**src/rtl/mux2_tuple_rr_arbiter_pkg.sv**
```systemverilog
// Shared types and constants for the two-requester tuple arbiter.
// Field 0 sits in bit 0 of the flattened tuple, field 1 above it.
package mux2_tuple_rr_arbiter_pkg;

  localparam int WIDTH     = 2;
  localparam int TUPLE_W   = WIDTH + 1;
  localparam int BURST_MIN = 1;
  localparam int BURST_LIM = 15;
  localparam int CNT_W     = 4;

  typedef struct packed {
    logic [WIDTH-1:0] f1;
    logic             f0;
  } tuple_t;

endpackage

```
**src/rtl/mux2_tuple_rr_arbiter_if.sv**
```systemverilog
// Requester, consumer and select signals of the tuple arbiter.
// slave is the arbiter side, master the requester/consumer side.
interface mux2_tuple_rr_arbiter_if;
  import mux2_tuple_rr_arbiter_pkg::*;

  logic             I_0__0;
  logic [WIDTH-1:0] I_0__1;
  logic             I_0_valid;
  logic             I_0_ready;
  logic             I_1__0;
  logic [WIDTH-1:0] I_1__1;
  logic             I_1_valid;
  logic             I_1_ready;
  logic             O__0;
  logic [WIDTH-1:0] O__1;
  logic             O_valid;
  logic             O_ready;
  logic             S;

  modport slave (
    input  I_0__0, I_0__1, I_0_valid,
    input  I_1__0, I_1__1, I_1_valid,
    output I_0_ready, I_1_ready,
    output O__0, O__1, O_valid, S,
    input  O_ready
  );

  modport master (
    output I_0__0, I_0__1, I_0_valid,
    output I_1__0, I_1__1, I_1_valid,
    input  I_0_ready, I_1_ready,
    input  O__0, O__1, O_valid, S,
    output O_ready
  );

endinterface

```
**src/rtl/Mux2xTupleBit_Bits2.sv**
```systemverilog
// Combinational 2:1 mux over a (Bit, Bits[WIDTH]) tuple.
module Mux2xTupleBit_Bits2
  import mux2_tuple_rr_arbiter_pkg::*;
(
  input  logic             I0__0,
  input  logic [WIDTH-1:0] I0__1,
  input  logic             I1__0,
  input  logic [WIDTH-1:0] I1__1,
  input  logic             S,
  output logic             O__0,
  output logic [WIDTH-1:0] O__1
);

  assign O__0 = S ? I1__0 : I0__0;
  assign O__1 = S ? I1__1 : I0__1;

endmodule

```
**src/rtl/mux2_tuple_rr_arbiter.sv**
```systemverilog
// Round-robin arbiter with burst limit feeding a registered tuple stage.
module mux2_tuple_rr_arbiter
  import mux2_tuple_rr_arbiter_pkg::*;
#(
  parameter int BURST_MAX = 4
) (
  input  logic                    CLK,
  input  logic                    ASYNCRESET,
  mux2_tuple_rr_arbiter_if.slave  bus
);

  if (BURST_MAX < BURST_MIN || BURST_MAX > BURST_LIM) begin : g_bad_burst
    $error("BURST_MAX out of range");
  end

  localparam logic [CNT_W-1:0] L_MAX = CNT_W'(BURST_MAX);

  tuple_t           r_o;
  logic             r_valid;
  logic             r_s;
  logic [CNT_W-1:0] r_cnt;

  logic             w_load;
  logic             w_gnt_vld;
  logic             w_gnt;
  logic             w_none;
  logic             w_only0;
  logic             w_only1;
  logic             w_both;
  logic             w_mux_0;
  logic [WIDTH-1:0] w_mux_1;

  assign w_load  = !r_valid || bus.O_ready;
  assign w_none  = !w_load || (!bus.I_0_valid && !bus.I_1_valid);
  assign w_only0 = w_load && bus.I_0_valid && !bus.I_1_valid;
  assign w_only1 = w_load && !bus.I_0_valid && bus.I_1_valid;
  assign w_both  = w_load && bus.I_0_valid && bus.I_1_valid;

  always_comb begin
    w_gnt_vld = 1'b0;
    w_gnt     = r_s;
    unique case (1'b1)
      w_none: begin
        w_gnt_vld = 1'b0;
      end
      w_only0: begin
        w_gnt_vld = 1'b1;
        w_gnt     = 1'b0;
      end
      w_only1: begin
        w_gnt_vld = 1'b1;
        w_gnt     = 1'b1;
      end
      w_both: begin
        // Last winner keeps the bus until its burst is used up
        w_gnt_vld = 1'b1;
        w_gnt     = (r_cnt < L_MAX) ? r_s : !r_s;
      end
    endcase
  end

  assign bus.I_0_ready = !ASYNCRESET && w_gnt_vld && !w_gnt;
  assign bus.I_1_ready = !ASYNCRESET && w_gnt_vld && w_gnt;

  Mux2xTupleBit_Bits2 u_mux (
    .I0__0 (bus.I_0__0),
    .I0__1 (bus.I_0__1),
    .I1__0 (bus.I_1__0),
    .I1__1 (bus.I_1__1),
    .S     (w_gnt),
    .O__0  (w_mux_0),
    .O__1  (w_mux_1)
  );

  always_ff @(posedge CLK or posedge ASYNCRESET) begin
    if (ASYNCRESET) begin
      r_o     <= '0;
      r_valid <= 1'b0;
      r_s     <= 1'b0;
      r_cnt   <= '0;
    end else if (w_gnt_vld) begin
      r_o.f0  <= w_mux_0;
      r_o.f1  <= w_mux_1;
      r_valid <= 1'b1;
      r_s     <= w_gnt;
      if (w_gnt != r_s) begin
        r_cnt <= CNT_W'(1);
      end else if (r_cnt < L_MAX) begin
        r_cnt <= r_cnt + CNT_W'(1);
      end
    end else if (w_load) begin
      r_valid <= 1'b0;
    end
  end

  assign bus.O__0    = r_o.f0;
  assign bus.O__1    = r_o.f1;
  assign bus.O_valid = r_valid;
  assign bus.S       = r_s;

endmodule

```
**src/flat_wrapper.sv**
```systemverilog
// flat-port wrapper written by rule: the top's interface ports become plain ports
module mux2_tuple_rr_arbiter_flat import mux2_tuple_rr_arbiter_pkg::*;
#(
  parameter int BURST_MAX = 4
)
  (CLK, ASYNCRESET, bus_I_0__0, bus_I_0__1, bus_I_0_valid, bus_I_1__0, bus_I_1__1, bus_I_1_valid, bus_I_0_ready, bus_I_1_ready, bus_O__0, bus_O__1, bus_O_valid, bus_S, bus_O_ready);
  mux2_tuple_rr_arbiter_if bus_i ();
  input  logic CLK;
  input  logic ASYNCRESET;
  input wire logic [$bits(bus_i.I_0__0)-1:0] bus_I_0__0;
  input wire logic [$bits(bus_i.I_0__1)-1:0] bus_I_0__1;
  input wire logic [$bits(bus_i.I_0_valid)-1:0] bus_I_0_valid;
  input wire logic [$bits(bus_i.I_1__0)-1:0] bus_I_1__0;
  input wire logic [$bits(bus_i.I_1__1)-1:0] bus_I_1__1;
  input wire logic [$bits(bus_i.I_1_valid)-1:0] bus_I_1_valid;
  output wire logic [$bits(bus_i.I_0_ready)-1:0] bus_I_0_ready;
  output wire logic [$bits(bus_i.I_1_ready)-1:0] bus_I_1_ready;
  output wire logic [$bits(bus_i.O__0)-1:0] bus_O__0;
  output wire logic [$bits(bus_i.O__1)-1:0] bus_O__1;
  output wire logic [$bits(bus_i.O_valid)-1:0] bus_O_valid;
  output wire logic [$bits(bus_i.S)-1:0] bus_S;
  input wire logic [$bits(bus_i.O_ready)-1:0] bus_O_ready;
  assign bus_i.I_0__0 = bus_I_0__0;
  assign bus_i.I_0__1 = bus_I_0__1;
  assign bus_i.I_0_valid = bus_I_0_valid;
  assign bus_i.I_1__0 = bus_I_1__0;
  assign bus_i.I_1__1 = bus_I_1__1;
  assign bus_i.I_1_valid = bus_I_1_valid;
  assign bus_I_0_ready = bus_i.I_0_ready;
  assign bus_I_1_ready = bus_i.I_1_ready;
  assign bus_O__0 = bus_i.O__0;
  assign bus_O__1 = bus_i.O__1;
  assign bus_O_valid = bus_i.O_valid;
  assign bus_S = bus_i.S;
  assign bus_i.O_ready = bus_O_ready;
  mux2_tuple_rr_arbiter #(.BURST_MAX(BURST_MAX)) u_core (.CLK(CLK), .ASYNCRESET(ASYNCRESET), .bus(bus_i));
endmodule
```
**config.mk**
```make
export PLATFORM = sky130hd
export DESIGN_NAME = mux2_tuple_rr_arbiter_flat
export DESIGN_NICKNAME = d
export VERILOG_FILES = /design/src/rtl/mux2_tuple_rr_arbiter_pkg.sv /design/src/rtl/mux2_tuple_rr_arbiter_if.sv /design/src/rtl/Mux2xTupleBit_Bits2.sv /design/src/rtl/mux2_tuple_rr_arbiter.sv /design/src/flat_wrapper.sv
export SDC_FILE = /design/constraint.sdc
export NUM_CORES = 1
export LEC_CHECK = 0
export CAP_MARGIN = 20
export CORE_MARGIN = 2
export CORE_UTILIZATION = 36
export CTS_CLUSTER_SIZE = 25
export DETAILED_ROUTE_END_ITERATION = 12
export PLACE_DENSITY = 0.66
export RECOVER_POWER = 100
export SYNTH_ARGS = -nofsm -noshare
export SYNTH_HDL_FRONTEND = slang
export SYNTH_HIERARCHICAL = 1
export SYNTH_SLANG_ARGS = --single-unit
```
**constraint.sdc**
```tcl
create_clock -name CLK -period 3.05 [get_ports CLK]
set_clock_uncertainty 0.1 [all_clocks]
set_input_delay 0.61 -clock CLK [delete_from_list [all_inputs] [get_ports CLK]]
set_output_delay 0.61 -clock CLK [all_outputs]
set_load 0.02 [all_outputs]
```
==> reports/qor.yml <==
netlist.area_leader.share_pct: 42.9
hp-class: "reg2reg"
start_util_pct: 39.4
slew_violations: 0
grt.total_usage_pct: 14.8
syn_area_per_cell_um2: 11.9
clock.fmax_ghz: 0.344
cts_tree: "yes"
nets: 79
grt_overflow: 0
p_leak_nw: 0.304
syn_inst: 44
cts_buffer_depth: 2
grt_pass1_wl_um: 1950
regToRegSetupSlack_ns: 1.09
num_vias: 422
fin_hold_ws_ns: 0.384
grt_start_max_net_pins: 10
htreeDepth: 1
yosys_warnings: 6
ctsResizeCount: 0
num_io_pins: 18
dp.cells: 77
clock_latency_ns: 0.26
rsz0062_at_grt: "no"
tns_ns: 0
wirelength_um: 1070
status: "finished clean"
yosysTopAreaCell: "dfrtp_1"
drc: 0
clock_sinks: 9
final_cells: 81
synth_area_um2: 526
gp_congestion: 0.720
setup_viol_count_final: 0
post-route-util_pct: 54.5
crit_path_end: "bus_I_0_ready"
reg2reg_depth: 5
path_max_fanout: 5
antenna_cells: 0
critPathKind: "in2out"
final_antenna_net_count: 0
r2r_end: "u_core/bus.O__0$_DFFE_PP0P_"
arrival_ns: 2.20
grt_pass1_vias: 434
vdd_drop_max_uv: 379
endpoint_kind: "output pin"
antenna_found_initial: 0
synth.distinct_cells: 24
clk_pin_slew_ns: 0.06
avgViaCountPerCell: 5.21
slew_headroom_pct: 66.1
stdcell_area_um2: 727
coreArea_um2: 1330
crit_path_start: "bus_I_1_valid"
rows: 13
wire_per_inst_um: 13.2
cts_hold_buf: 0
required_ns: 2.34
cts-root-buf: "clkbuf_4"
period_needed_ns: 2.91
firstDrtPassIters: 4
synth_nets: 56
r2r-start: "u_core/r_cnt[2]$_DFFE_PP0P_"
drtIter0Drc: 8
p_per_area_nw_per_um2: 746
die_h_um: 42.2
ys_seq_area_share_pct: 42.9
portBuffers: 17
area.growth.synth_to_final_pct: 38.3
placed_area_um2: 718
drive_gt1_share_pct: 19.7
fp.dieW_um: 42.2
post_cts_buffers: 0
final_hold_viol_count: 0
worst_setup_path_start_kind: "primary input"
die-area_um2: 1780
p_total_mw: 0.542
worst_slew_pin_slew_ns: 0.504
numCtsBuffers: 3
min_period_over_period_pct: 95.3
post-place-ws_ns: 0.165
postLayoutSetupSlackWorst_ns: 0.145
yosys_register_bits: 9
hpwl_um: 828
maxCapViolCount: 0
netlist_top_cells_area: "dfrtp_1 (43%), mux2_2 (13%), mux2i_1 (3.8%)"
report_power, final:
part / switching, mW / internal (mW) / total, mW / leakage, nW
sequential: 0.0387 / 0.161 / 0.200 / 0.108
combinational: 0.116 / 0.133 / 0.248 / 0.181
clock: 0.0431 / 0.0505 / 0.0936 / 0.0150
cells in the mapped netlist (all sizes together):
cell,instances
o2111a,1
dfrtp,9
and2,1
a21oi,1
a211oi,1
nor3,2
nand2,3
nor4,2
a22o,2
xnor2,1
buf,2
inv,2
o221ai,1
nand2b,1
ha,1
a2111oi,1
nor2,3
and2b,1
mux2i,2
mux2,7
state kept, by name, summed over array words and instances, names as in the netlist:
signal,flops
u_core/r_cnt,4
u_core/bus.S,1
u_core/bus.O_valid,1
u_core/bus.O__1,2
u_core/bus.O__0,1
per-layer routing:
metal / track usage (%) / up-vias / wire length, µm
li1: - / 208 / -
met1: 18.8 / 195 / 502
met2: 20.6 / 19 / 472
met3: 8.19 / 0 / 94
met4: 5.63 / 0 / 0
met5: 0 / - / 0
worst min path at each step:
stage / end / from / cells past startpoint / slack, ns
finish: u_core/r_cnt[0]$_DFFE_PP0P_ / u_core/r_cnt[0]$_DFFE_PP0P_ / 1 / 0.38
global route: u_core/bus.O__0$_DFFE_PP0P_ / u_core/bus.O__0$_DFFE_PP0P_ / 1 / 0.43
CTS: u_core/r_cnt[0]$_DFFE_PP0P_ / u_core/r_cnt[0]$_DFFE_PP0P_ / 1 / 0.38
detailed placement: u_core/r_cnt[0]$_DFFE_PP0P_ / u_core/r_cnt[0]$_DFFE_PP0P_ / 1 / 0.37
global placement: u_core/r_cnt[0]$_DFFE_PP0P_ / u_core/r_cnt[0]$_DFFE_PP0P_ / 1 / 0.37
floorplan: u_core/bus.O__0$_DFFE_PP0P_ / ASYNCRESET / 1 / 0.35
logic make-up after synthesis:
group                      Yosys count  share of synthesized area, %
buffers and inverters                4                          5.00
xor gates and xnor gates             1                          1.67
DFF                                  9                          42.9
AOI/OAI and AO/OA                    7                          13.6
muxes                                9                          19.5
adders and majority gates            1                          2.38
and+or+nand+nor                     13                          15.0
layout make-up:
cell class / instances / area (µm²)
Sequential cell: 9 / 225
Tap cell: 15 / 18.8
Inverter: 2 / 7.51
Clock buffer: 4 / 26.3
Fill cell: 121 / 607
Timing Repair Buffer: 20 / 185
Multi-Input combinational cell: 31 / 264
worst max-delay path, stage by stage:
cell	delay, ns
dlygate4sd3_1	0.62
a2111oi_2	0.31
clkdlybuf4s50_1	0.65
placed cells by master (no fill, tap or decap), drive strengths merged, types with 2 or more instances in the layout:
| cell type | count |
|---|---|
| nor4 | 2 |
| a22o | 2 |
| mux2 | 7 |
| dlygate4sd3 | 8 |
| mux2i | 2 |
| nor3 | 2 |
| clkdlybuf4s50 | 9 |
| nor2 | 3 |
| nand2 | 3 |
| inv | 2 |
| dfrtp | 9 |
| clkbuf | 6 |
Power figures use the tool's default switching activity.
